### config.mk
export PLATFORM = sky130hd
export DESIGN_NAME = adder_8b_stream_acc
export DESIGN_NICKNAME = d
export VERILOG_FILES = /design/src/rtl/adder_8b_stream_acc.sv
export SDC_FILE = /design/constraint.sdc
export NUM_CORES = 1
export LEC_CHECK = 0
export BUFFER_PORTS_ARGS = -buffer_cell sky130_fd_sc_hd__buf_2
export CORE_MARGIN = 8
export CORE_UTILIZATION = 30
export DETAILED_ROUTE_END_ITERATION = 10
export MAX_ROUTING_LAYER = met4
export SYNTH_ARGS = -nofsm -noshare
export SYNTH_HDL_FRONTEND = slang
export SYNTH_SLANG_ARGS = --single-unit
export TNS_END_PERCENT = 100
### constraint.sdc
create_clock -name clk -period 2.6 [get_ports clk]
set_input_delay 0.39 -clock clk [delete_from_list [all_inputs] [get_ports clk]]
set_output_delay 0.39 -clock clk [all_outputs]
set_load 0.02 [all_outputs]
### src/rtl/adder_8b_stream_acc.sv
// adder_8b_stream_acc: packet accumulator built on the 8-bit prefix adder
// adder_8b_7l   : 8-bit Kogge-Stone prefix adder, a + b -> sum, cout
// adder_8b_stream_acc ports:
//   clk, rst                          clock, asynchronous active-high reset
//   in_valid/in_ready/in_data/in_last operand beat stream
//   clear                             synchronous abort of the current packet
//   out_valid/out_ready               per-packet result handshake
//   out_sum/out_carries/out_beats     packet sum, saturating cout count, beat count
// Optional: define ADDER_8B_SATURATE_EN to clamp the running sum at 8'hFF on overflow.
module adder_8b_7l (
    input  logic [7:0] a,
    input  logic [7:0] b,
    output logic [7:0] sum,
    output logic       cout
);
    logic [7:0] g0, p0, g1, p1, g2, p2, g3;
    // Propagate is padded with ones below the span so lower prefixes pass through unchanged.
    assign g0 = a & b;
    assign p0 = a ^ b;
    assign g1 = g0 | (p0 & {g0[6:0], 1'b0});
    assign p1 = p0 & {p0[6:0], 1'b1};
    assign g2 = g1 | (p1 & {g1[5:0], 2'b0});
    assign p2 = p1 & {p1[5:0], 2'b11};
    assign g3 = g2 | (p2 & {g2[3:0], 4'b0});
    assign sum = p0 ^ {g3[6:0], 1'b0};
    assign cout = g3[7];
endmodule

module adder_8b_stream_acc #(
    parameter int MAX_BEATS = 16,
    parameter int CW = 4
) (
    input  logic          clk,
    input  logic          rst,
    input  logic          in_valid,
    output logic          in_ready,
    input  logic [7:0]    in_data,
    input  logic          in_last,
    input  logic          clear,
    output logic          out_valid,
    input  logic          out_ready,
    output logic [7:0]    out_sum,
    output logic [CW-1:0] out_carries,
    output logic [7:0]    out_beats
);
    typedef enum logic {IDLE, ACCUM} state_t;
    state_t state_q, state_d;
    logic [7:0] acc_q, acc_d, beat_cnt_q, beat_cnt_d;
    logic [7:0] out_sum_q, out_sum_d, out_beats_q, out_beats_d;
    logic [CW-1:0] carry_cnt_q, carry_cnt_d, out_carries_q, out_carries_d;
    logic out_valid_q, out_valid_d;
    logic [7:0] sum, acc_nxt;
    logic [CW-1:0] carry_nxt;
    logic cout, accept, pkt_end;

    adder_8b_7l u_add (.a(acc_q), .b(in_data), .sum(sum), .cout(cout));

    assign in_ready = !out_valid_q | out_ready;
    assign accept = in_valid & in_ready & !clear;
    assign pkt_end = accept & (in_last | (beat_cnt_q == 8'(MAX_BEATS - 1)));
`ifdef ADDER_8B_SATURATE_EN
    assign acc_nxt = (cout | (acc_q == 8'hFF)) ? 8'hFF : sum;
`else
    assign acc_nxt = sum;
`endif
    assign carry_nxt = (cout && carry_cnt_q != '1) ? carry_cnt_q + CW'(1) : carry_cnt_q;

    always_comb begin
        state_d = state_q;
        acc_d = acc_q;
        carry_cnt_d = carry_cnt_q;
        beat_cnt_d = beat_cnt_q;
        out_sum_d = out_sum_q;
        out_carries_d = out_carries_q;
        out_beats_d = out_beats_q;
        // A consumed result drops valid unless a new packet end reloads it below.
        out_valid_d = out_valid_q & !out_ready;
        if (clear) begin
            state_d = IDLE;
            acc_d = '0;
            carry_cnt_d = '0;
            beat_cnt_d = '0;
        end else if (pkt_end) begin
            state_d = IDLE;
            acc_d = '0;
            carry_cnt_d = '0;
            beat_cnt_d = '0;
            out_sum_d = acc_nxt;
            out_carries_d = carry_nxt;
            out_beats_d = beat_cnt_q + 8'd1;
            out_valid_d = 1'b1;
        end else if (accept) begin
            state_d = ACCUM;
            acc_d = acc_nxt;
            carry_cnt_d = carry_nxt;
            beat_cnt_d = beat_cnt_q + 8'd1;
        end
    end

    always_ff @(posedge clk or posedge rst) begin
        if (rst) begin
            state_q <= IDLE;
            acc_q <= '0;
            carry_cnt_q <= '0;
            beat_cnt_q <= '0;
            out_sum_q <= '0;
            out_carries_q <= '0;
            out_beats_q <= '0;
            out_valid_q <= 1'b0;
        end else begin
            state_q <= state_d;
            acc_q <= acc_d;
            carry_cnt_q <= carry_cnt_d;
            beat_cnt_q <= beat_cnt_d;
            out_sum_q <= out_sum_d;
            out_carries_q <= out_carries_d;
            out_beats_q <= out_beats_d;
            out_valid_q <= out_valid_d;
        end
    end

    assign out_valid = out_valid_q;
    assign out_sum = out_sum_q;
    assign out_carries = out_carries_q;
    assign out_beats = out_beats_q;
endmodule
# After elaboration in Yosys (flattened, before gate mapping)
# Index checks and enable logic that the tools add are counted.
[classes] addsub=2 eq_ne=2 n_mux=12 bitwise_logic=18 n_reduce_logical=6
[ops] operator="$and A8 B8 Y8" n=6
[ops] operator="$mux W8" n=6
[ops] operator="$or A8 B8 Y8" n=3
[ops] operator="$mux W4" n=4
[ops] operator="$xor A8 B8 Y8" n=2
[ops] operator="$add A8 B1 Y8 const B" n=1
[ops] operator="$eq A8 B4 Y1 const B" n=1
[ops] operator="$add A4 B1 Y4 const B" n=1
[ops] operator="$and A1 B1 Y1" n=4
[ops] operator="$ne A4 B4 Y1 const B" n=1
[ops] operator="$logic_not A1 Y1" n=3
[ops] operator="$reduce_bool A3 Y1" n=1
[ops] operator="$mux W1" n=2
[ops] operator="$or A1 B1 Y1" n=2
[ops] operator="$reduce_and A2 Y1" n=1
[ops] operator="$logic_and A1 B1 Y1" n=1
[ops] operator="$not A1 Y1" n=1
[word_totals] register_bits=41 out_inout_bits=22 wordCells=47

# Logic depth before layout (Yosys ltp)
# Gate-level depths: netlist of the first run.
[depth] ltp_word=12 mapped_depth=7

# By module
# Synthesis of the first run repeated with hierarchy kept, for this count alone.
[hier_totals] hier_cells=180 area_unflattened_um2=2157.1
[by_module_without_submodules] mod="adder_8b_stream_acc" instances=1 cells_each=139 area_each_um2=1824.2
[by_module_without_submodules] mod="adder_8b_7l" instances=1 cells_each=41 area_each_um2=332.8

# Worst setup path before layout of the first run
# No wires, ideal clock.
[synth_timing] path_kind="input -> register" start="input in_data[0]" end="register carry_cnt_q[0]" setup_ps=125 t_arrival_ps=1871 required_ps=2475 path_slack_ps=604 path_stages=7 n_path_buf=0 path_cell_list="ha_1 fa_1 a211oi_1 o211ai_1 nand2_1 nor2_1 mux2_2"
[synth_between] elab_chain_cells=12
[synth_rtl] element="from (decl)" line="37" source="input logic [7:0] in_data,"
[synth_rtl] element="$and A8 B8 Y8" line="18" source="assign g0 = a & b;"
[synth_rtl] element="$and A8 B8 Y8" line="20" source="assign g1 = g0 | (p0 & {g0[6:0], 1'b0});"
[synth_rtl] element="$or A8 B8 Y8" line="20"
[synth_rtl] element="$and A8 B8 Y8" line="22" source="assign g2 = g1 | (p1 & {g1[5:0], 2'b0});"
[synth_rtl] element="$or A8 B8 Y8" line="22"
[synth_rtl] element="$and A8 B8 Y8" line="24" source="assign g3 = g2 | (p2 & {g2[3:0], 4'b0});"
[synth_rtl] element="$or A8 B8 Y8" line="24"
[synth_rtl] element="$logic_and A1 B1 Y1" line="66" source="assign carry_nxt = (cout && carry_cnt_q != '1) ? carry_cnt_q + CW'(1) : carry_cnt_q;"
[synth_rtl] element="$mux W4" line="66"
[synth_rtl] element="$mux W4" line="92" source="end else if (accept) begin"
[synth_rtl] element="$mux W4" line="83" source="end else if (pkt_end) begin"
[synth_rtl] element="$mux W4" line="78" source="if (clear) begin"
[synth_rtl] element="to (signal assigned)" line="113" source="carry_cnt_q <= carry_cnt_d;"
[synth_rtl] element="to (decl)" line="50" source="logic [CW-1:0] carry_cnt_q, carry_cnt_d, out_carries_q, out_carries_d;"
# Every way passes these cells. The select of a mux whose other input is x is not followed.
# A chain may end at the register's enable or synchronous reset.

# Worst setup path in the final report of the first run
[layout_timing] start="register acc_q[0]" end="register carry_cnt_q[0]"
[layout_between] elab_chain_cells=12
[layout_rtl] element="from (decl)" line="48" source="logic [7:0] acc_q, acc_d, beat_cnt_q, beat_cnt_d;"
[layout_rtl] element="from (signal assigned)" line="103" source="acc_q <= '0;"
[layout_rtl] element="from (signal assigned)" line="112" source="acc_q <= acc_d;"
[layout_rtl] element="$and A8 B8 Y8" line="18"
[layout_rtl] element="$and A8 B8 Y8" line="20"
[layout_rtl] element="$or A8 B8 Y8" line="20"
[layout_rtl] element="$and A8 B8 Y8" line="22"
[layout_rtl] element="$or A8 B8 Y8" line="22"
[layout_rtl] element="$and A8 B8 Y8" line="24"
[layout_rtl] element="$or A8 B8 Y8" line="24"
[layout_rtl] element="$logic_and A1 B1 Y1" line="66"
[layout_rtl] element="$mux W4" line="66"
[layout_rtl] element="$mux W4" line="92"
[layout_rtl] element="$mux W4" line="83"
[layout_rtl] element="$mux W4" line="78"
# Every way passes these cells. The select of a mux whose other input is x is not followed.

==> flow_summary.yaml, run 1 <==
sta:
  layout_min_cycle_time_ns: 2.12
  max_freq_mhz: 471
  slew_headroom: 0.658
  finClkSkew_ns: 0.0132
  grt_setup_unrepaired: "no"
  setup_tns_ns: 0
  finalSetupViolCount: 0
  drv_slew: 0
  worst_slew_pin_slew_ns: 0.513
  hold_viol_final: 0
  fin_crit_sh: 0.817
global_route:
  grt_pass1_wl_um: 7470
  antenna_found_initial: 0
  grt_use_total: 0.0974
  grt-ovfl-total: 0
  grt_max_degree: 42
  grt_pass1_vias: 1586
synthesis:
  synth_nets: 213
  synth_cell_types: 37
  syn_area_um2: 2060
  synth_area_leaders: "dfrtp_1 (50%), ha_1 (6.1%), mux2_2 (5.5%)"
  yosysSeqAreaShare: 0.499
  synth-seq-cells: 41
  syn_inst: 188
  ys_warn_count: 0
  yosysTopAreaCell: "dfrtp_1"
  synth_top_cell_area_share: 0.499
  avgSynthCellArea_um2: 10.9
critical_path:
  critPathTopFamily: "adder cells"
  critPathMaxStageDelay_ns: 0.42
  startpoint_type: "flop"
  startpoint: "acc_q[0]$_DFFE_PP0P_"
  path_cells: "ha_1 > fa_1 > a211oi_1 > o211ai_1 > nand2_1 > nor2_1 > mux2_2"
  crit_buf_inv: 0
  critical_path_depth: 7
  r2r_start: "acc_q[0]$_DFFE_PP0P_"
  worstSetupPathType: "flop to flop"
  arrival_ns: 2.32
  cp_slowest_cell: "fa_1"
  r2r_setup_slack_ns: 0.48
  reg2reg_to: "carry_cnt_q[0]$_DFFE_PP0P_"
  critPathMaxFanout: 4
  cp-end-kind: "flop"
  crit_required_ns: 2.79
  r2r_cells: 7
cts:
  ctsLongestPathBuffers: 2
  cts_resized: 0
  clk_latency_ns: 0.30
  cts_buffers: 5
  cts_root_buf: "clkbuf_8"
  htree_levels: 2
  postCtsSetupRepairBufs: 0
  clock-sinks: 41
  clk_pin_slew_worst_paths_ns: 0.09
  cts_tree: "done"
  ctsHoldBuffers: 0
floorplan:
  die_area_um2: 9760
  ios: 36
  start_util: 0.306
  die_w_um: 98.8
  std_cell_rows: 30
  fp.coreArea_um2: 6720
  die_y_um: 98.8
final_layout:
  utilization: 0.365
  final_common_cell: "dfrtp_1"
  mostFrequentLayoutCells: "dfrtp_1 (41), buf_2 (35), nand2_1 (23), o21ai_0 (18), a21oi_1 (11)"
  synthToLayoutAreaGrowth_pct: 19.2
  fillers: 668
  fin_nets: 253
  drive_above_1_share: 0.275
  num_antenna_cells: 0
pwr:
  pwr-share-comb: 0.186
  p_int_mw: 1.12
  pwr-share-clk: 0.353
  power.density_nw_per_um2: 635
  p_sw_mw: 0.436
  switching_share: 0.280
  power.leakage_nw: 1.19
  p_seq_frac: 0.461
  ir_worst_vdd_v: 0.000365
route:
  viasPerCell: 4.92
  drt_wl_total_um: 4380
  route.detailed.drc: 0
  num_vias: 1520
  ant_nets: 0
  wl_per_cell_um: 14.2
  drtIter0Drc: 41
  drtPass1Iterations: 4
job:
  cap_violations: 0
place:
  hpwlAfterDp_um: 3140
  gp_congestion: 0.777
  port_buffers: 35
min_path:
  hold_class: "input port to asynchronous set/reset pin"
status:
  outcome: "complete, no violations"
worst max-delay path by stage:
stage                                  to  slack, ns
2_1_floorplan  carry_cnt_q[0]$_DFFE_PP0P_       0.60
3_3_place_gp   carry_cnt_q[0]$_DFFE_PP0P_       0.34
3_5_place_dp   carry_cnt_q[0]$_DFFE_PP0P_       0.31
4_1_cts        carry_cnt_q[0]$_DFFE_PP0P_       0.45
5_1_grt        out_carries[1]$_DFFE_PP0P_       0.33
6_report       carry_cnt_q[0]$_DFFE_PP0P_       0.48
Yosys cell counts:
master and count:
fa_1 1, and3_1 4, nor3_1 1, o211ai_1 2, a211oi_1 2, nand2b_2 1, dfrtp_1 41, nor2_2 1
or2_4 1, and3b_1 1, o31ai_1 1, a31o_2 1, ha_1 10, buf_6 1, nand2b_1 2, nor4_1 1
a31oi_1 1, xnor2_1 8, mux2i_1 4, nand4_1 1, clkbuf_1 4, a21o_2 1, a21o_1 3, a21oi_1 11
xor2_1 6, nor2_1 3, or3_1 1, nand3b_1 1, mux2_2 10, o21ai_0 18, nand3_1 7, and3_4 1
inv_1 2, a32oi_1 1, a22o_1 10, nand2_1 23, buf_2 1
worst register-to-register path: cells and delay by family (launching register included):
kind / cells / cell delay (ns)
AO/OA/AOI/OAI: 2 / 0.50
adder cells (fa/ha/maj): 2 / 0.63
flip-flops: 1 / 0.38
multiplexers: 1 / 0.26
AND/OR/NAND/NOR: 2 / 0.25
metrics by stage:
| step | instances | hold WS (ns) | cell area, um2 | worst slack (ns) | power, mW |
|---|---|---|---|---|---|
| 2_1_floorplan | 188 | 0.477 | 2060 | 0.604 | 0.929 |
| 3_3_place_gp | 301 | 0.458 | 2330 | 0.338 | 1.02 |
| 3_5_place_dp | 301 | 0.466 | 2330 | 0.307 | 1.03 |
| 4_1_cts | 309 | 0.221 | 2450 | 0.449 | 1.58 |
| 5_1_grt | 309 | 0.265 | 2450 | 0.329 | 1.63 |
| 6_report | 309 | 0.200 | 2450 | 0.477 | 1.56 |
layer usage:
layer  up-vias  routed length, um  global-route usage
met5         -                  0                   -
met4         0                 61              0.0390
met3         5                223              0.0324
met2        33               1890               0.144
met1       719               2200               0.119
li1        763                  -                   -
sequential cells by signal, summed over array words and instances, names as in the netlist:
signal,count
carry_cnt_q,4
acc_q,8
out_valid,1
out_beats,8
out_carries,4
out_sum,8
beat_cnt_q,8
cell type report:
class | count | area (um2) | share of cell area
Tap cell | 80 | 100 | 0.0409
Clock buffer | 6 | 82.6 | 0.0337
Timing Repair Buffer | 39 | 205 | 0.0838
Sequential cell | 41 | 1030 | 0.419
Clock inverter | 2 | 37.5 | 0.0153
Inverter | 2 | 7.51 | 0.00306
Multi-Input combinational cell | 139 | 991 | 0.404
power by group through the flow:
stage                     Sequential (mW)  Clock (mW)  Combinational (mW)
after global routing                0.725       0.586               0.319
after detailed placement            0.731           0               0.295
final                               0.718       0.549               0.289
after CTS                           0.719       0.566               0.297
after floorplan                     0.790           0               0.138
after global placement              0.729           0               0.296
cell families (layout without fill, tap and decap cells):
group	after synthesis	count (layout)	share of synthesized area
AO/OA/AOI/OAI	51	51	0.158
XOR/XNOR	14	14	0.0596
adder cells (fa/ha/maj)	11	11	0.0706
buffers and inverters	8	49	0.0189
flip-flops	41	41	0.499
multiplexers	14	14	0.0743
AND/OR/NAND/NOR	49	49	0.119
(Power assumes the default switching activity.)
==> run 2, diff against run 1 <==
==> constraint.sdc (replaced) <==
create_clock -name clk -period 2 [get_ports clk]
set_input_delay 0.3 -clock clk [delete_from_list [all_inputs] [get_ports clk]]
set_output_delay 0.3 -clock clk [all_outputs]
set_load 0.02 [all_outputs]
==> flow_summary.yaml, run 2 (synthesis gave the netlist of run 1 again) <==
sta:
  finClkSkew_ns: 0.0146
  layout_setup_ws_ns: 0.0699
  drv_slew: 0
  slew_headroom: 0.653
  max_freq_mhz: 518
  worst_slew_pin_slew_ns: 0.520
  layout_min_cycle_time_ns: 1.93
  grt_setup_unrepaired: "yes"
  whs_ns: 0.109
  finalSetupViolCount: 0
  fin_crit_sh: 0.965
  hold_viol_final: 0
floorplan:
  start_util: 0.306
  die_w_um: 98.8
  die_y_um: 98.8
  die_area_um2: 9760
  fp.coreArea_um2: 6720
  ios: 36
  std_cell_rows: 30
global_route:
  grt_pass1_vias: 1578
  antenna_found_initial: 0
  grt_max_degree: 42
  grt_pass1_wl_um: 7600
  grt_use_total: 0.0997
  grt-ovfl-total: 0
cts:
  htree_levels: 2
  clock-sinks: 41
  ctsHoldBuffers: 0
  clk_pin_slew_worst_paths_ns: 0.09
  cts_buffers: 5
  cts_root_buf: "clkbuf_8"
  ctsLongestPathBuffers: 2
  cts_tree: "done"
  clk_latency_ns: 0.30
critical_path:
  cp-end-kind: "flop"
  cp_slowest_cell: "dfrtp_1"
  critPathTopFamily: "adder cells"
  worstSetupPathType: "flop to flop"
  critPathMaxFanout: 4
  path_cells: "ha_2 > fa_2 > a211oi_2 > o211ai_1 > nand2_2 > nor2_1 > mux2_2"
  critPathMaxStageDelay_ns: 0.39
  arrival_ns: 2.11
  startpoint_type: "flop"
  crit_buf_inv: 0
  crit_required_ns: 2.18
route:
  drtIter0Drc: 51
  num_vias: 1556
  viasPerCell: 4.88
  drtPass1Iterations: 4
  ant_nets: 0
  route.detailed.drc: 0
  wl_per_cell_um: 13.9
  drt_wl_total_um: 4420
pwr:
  power.density_nw_per_um2: 791
  power.leakage_nw: 1.24
  ir_worst_vdd_v: 0.000429
place:
  place_ws_ns: -0.174
  gp_congestion: 0.815
  port_buffers: 35
  hpwlAfterDp_um: 3290
final_layout:
  utilization: 0.381
  fillers: 660
  final_common_cell: "dfrtp_1"
  drive_above_1_share: 0.331
  mostFrequentLayoutCells: "dfrtp_1 (41), buf_2 (35), nand2_1 (22), o21ai_0 (16), buf_4 (13)"
  num_antenna_cells: 0
  synthToLayoutAreaGrowth_pct: 24.7
  fin_nets: 263
status:
  outcome: "complete, no violations"
min_path:
  hold_class: "input port to asynchronous set/reset pin"
job:
  cap_violations: 0
==> run 2: cell types whose count changed in the layout (fill, tap and decap cells not counted), sizes merged <==
cell,change
buf,+10
clkbuf,-1
clkinv,+1
==> run 2: power breakdown <==
part	switching (mW)	internal, mW
clock	0.313	0.374
combinational	0.238	0.169
sequential	0.0331	0.900
total	0.584	1.44
==> run 2: per-layer routing <==
layer | up-vias | share of wire | GRT usage
met2 | 30 | 0.43 | 0.147
met3 | 8 | 0.047 | 0.0317
met4 | 0 | 0.015 | 0.0425
met5 | - | 0 | -
met1 | 733 | 0.51 | 0.122
li1 | 785 | - | -
==> run 2: area by class of cell <==
cell class / instances / area (um2) / area share
Sequential cell: 41 / 1030 / 0.400
Multi-Input combinational cell: 139 / 1020 / 0.398
Timing Repair Buffer: 49 / 293 / 0.114
Tap cell: 80 / 100 / 0.0391
Clock buffer: 5 / 68.8 / 0.0269
Clock inverter: 3 / 46.3 / 0.0181
Inverter: 2 / 7.51 / 0.00293
==> run 2: path summary, 6_finish.rpt <==
path | from | to | slack, ns | cells past startpoint
setup / recovery | acc_q[0]$_DFFE_PP0P_ | carry_cnt_q[0]$_DFFE_PP0P_ | 0.07 | 7
hold / removal | rst | out_beats[1]$_DFFE_PP0P_ | 0.11 | 3
setup reg to reg | acc_q[0]$_DFFE_PP0P_ | carry_cnt_q[0]$_DFFE_PP0P_ | 0.07 | 7
hold reg to reg | out_beats[0]$_DFFE_PP0P_ | out_beats[0]$_DFFE_PP0P_ | 0.48 | 2
max in group asynchronous | rst | carry_cnt_q[1]$_DFFE_PP0P_ | 1.52 | 3
min in group clk | out_ready | out_valid$_DFF_PP0_ | 0.33 | 3
==> run 2: worst min-delay path: cells and delay by family <==
family,cells,cell delay [ns]
buf+inv,3,0.56
==> run 2: what timing repair did <==
action	CTS	global route
endpoints found under the setup margin	9	8
resized for setup	3	5
pin swaps	3	1
buffers inserted	0	1
==> run 2: metrics by stage <==
stage | instances | power [mW] | cell area [um2] | setup TNS, ns
2_1_floorplan | 188 | 1.21 | 2060 | 0
3_3_place_gp | 310 | 1.35 | 2410 | -0.721
3_5_place_dp | 310 | 1.36 | 2410 | -1.01
4_1_cts | 318 | 2.05 | 2530 | 0
5_1_grt | 319 | 2.13 | 2560 | -0.0661
6_report | 319 | 2.03 | 2560 | 0
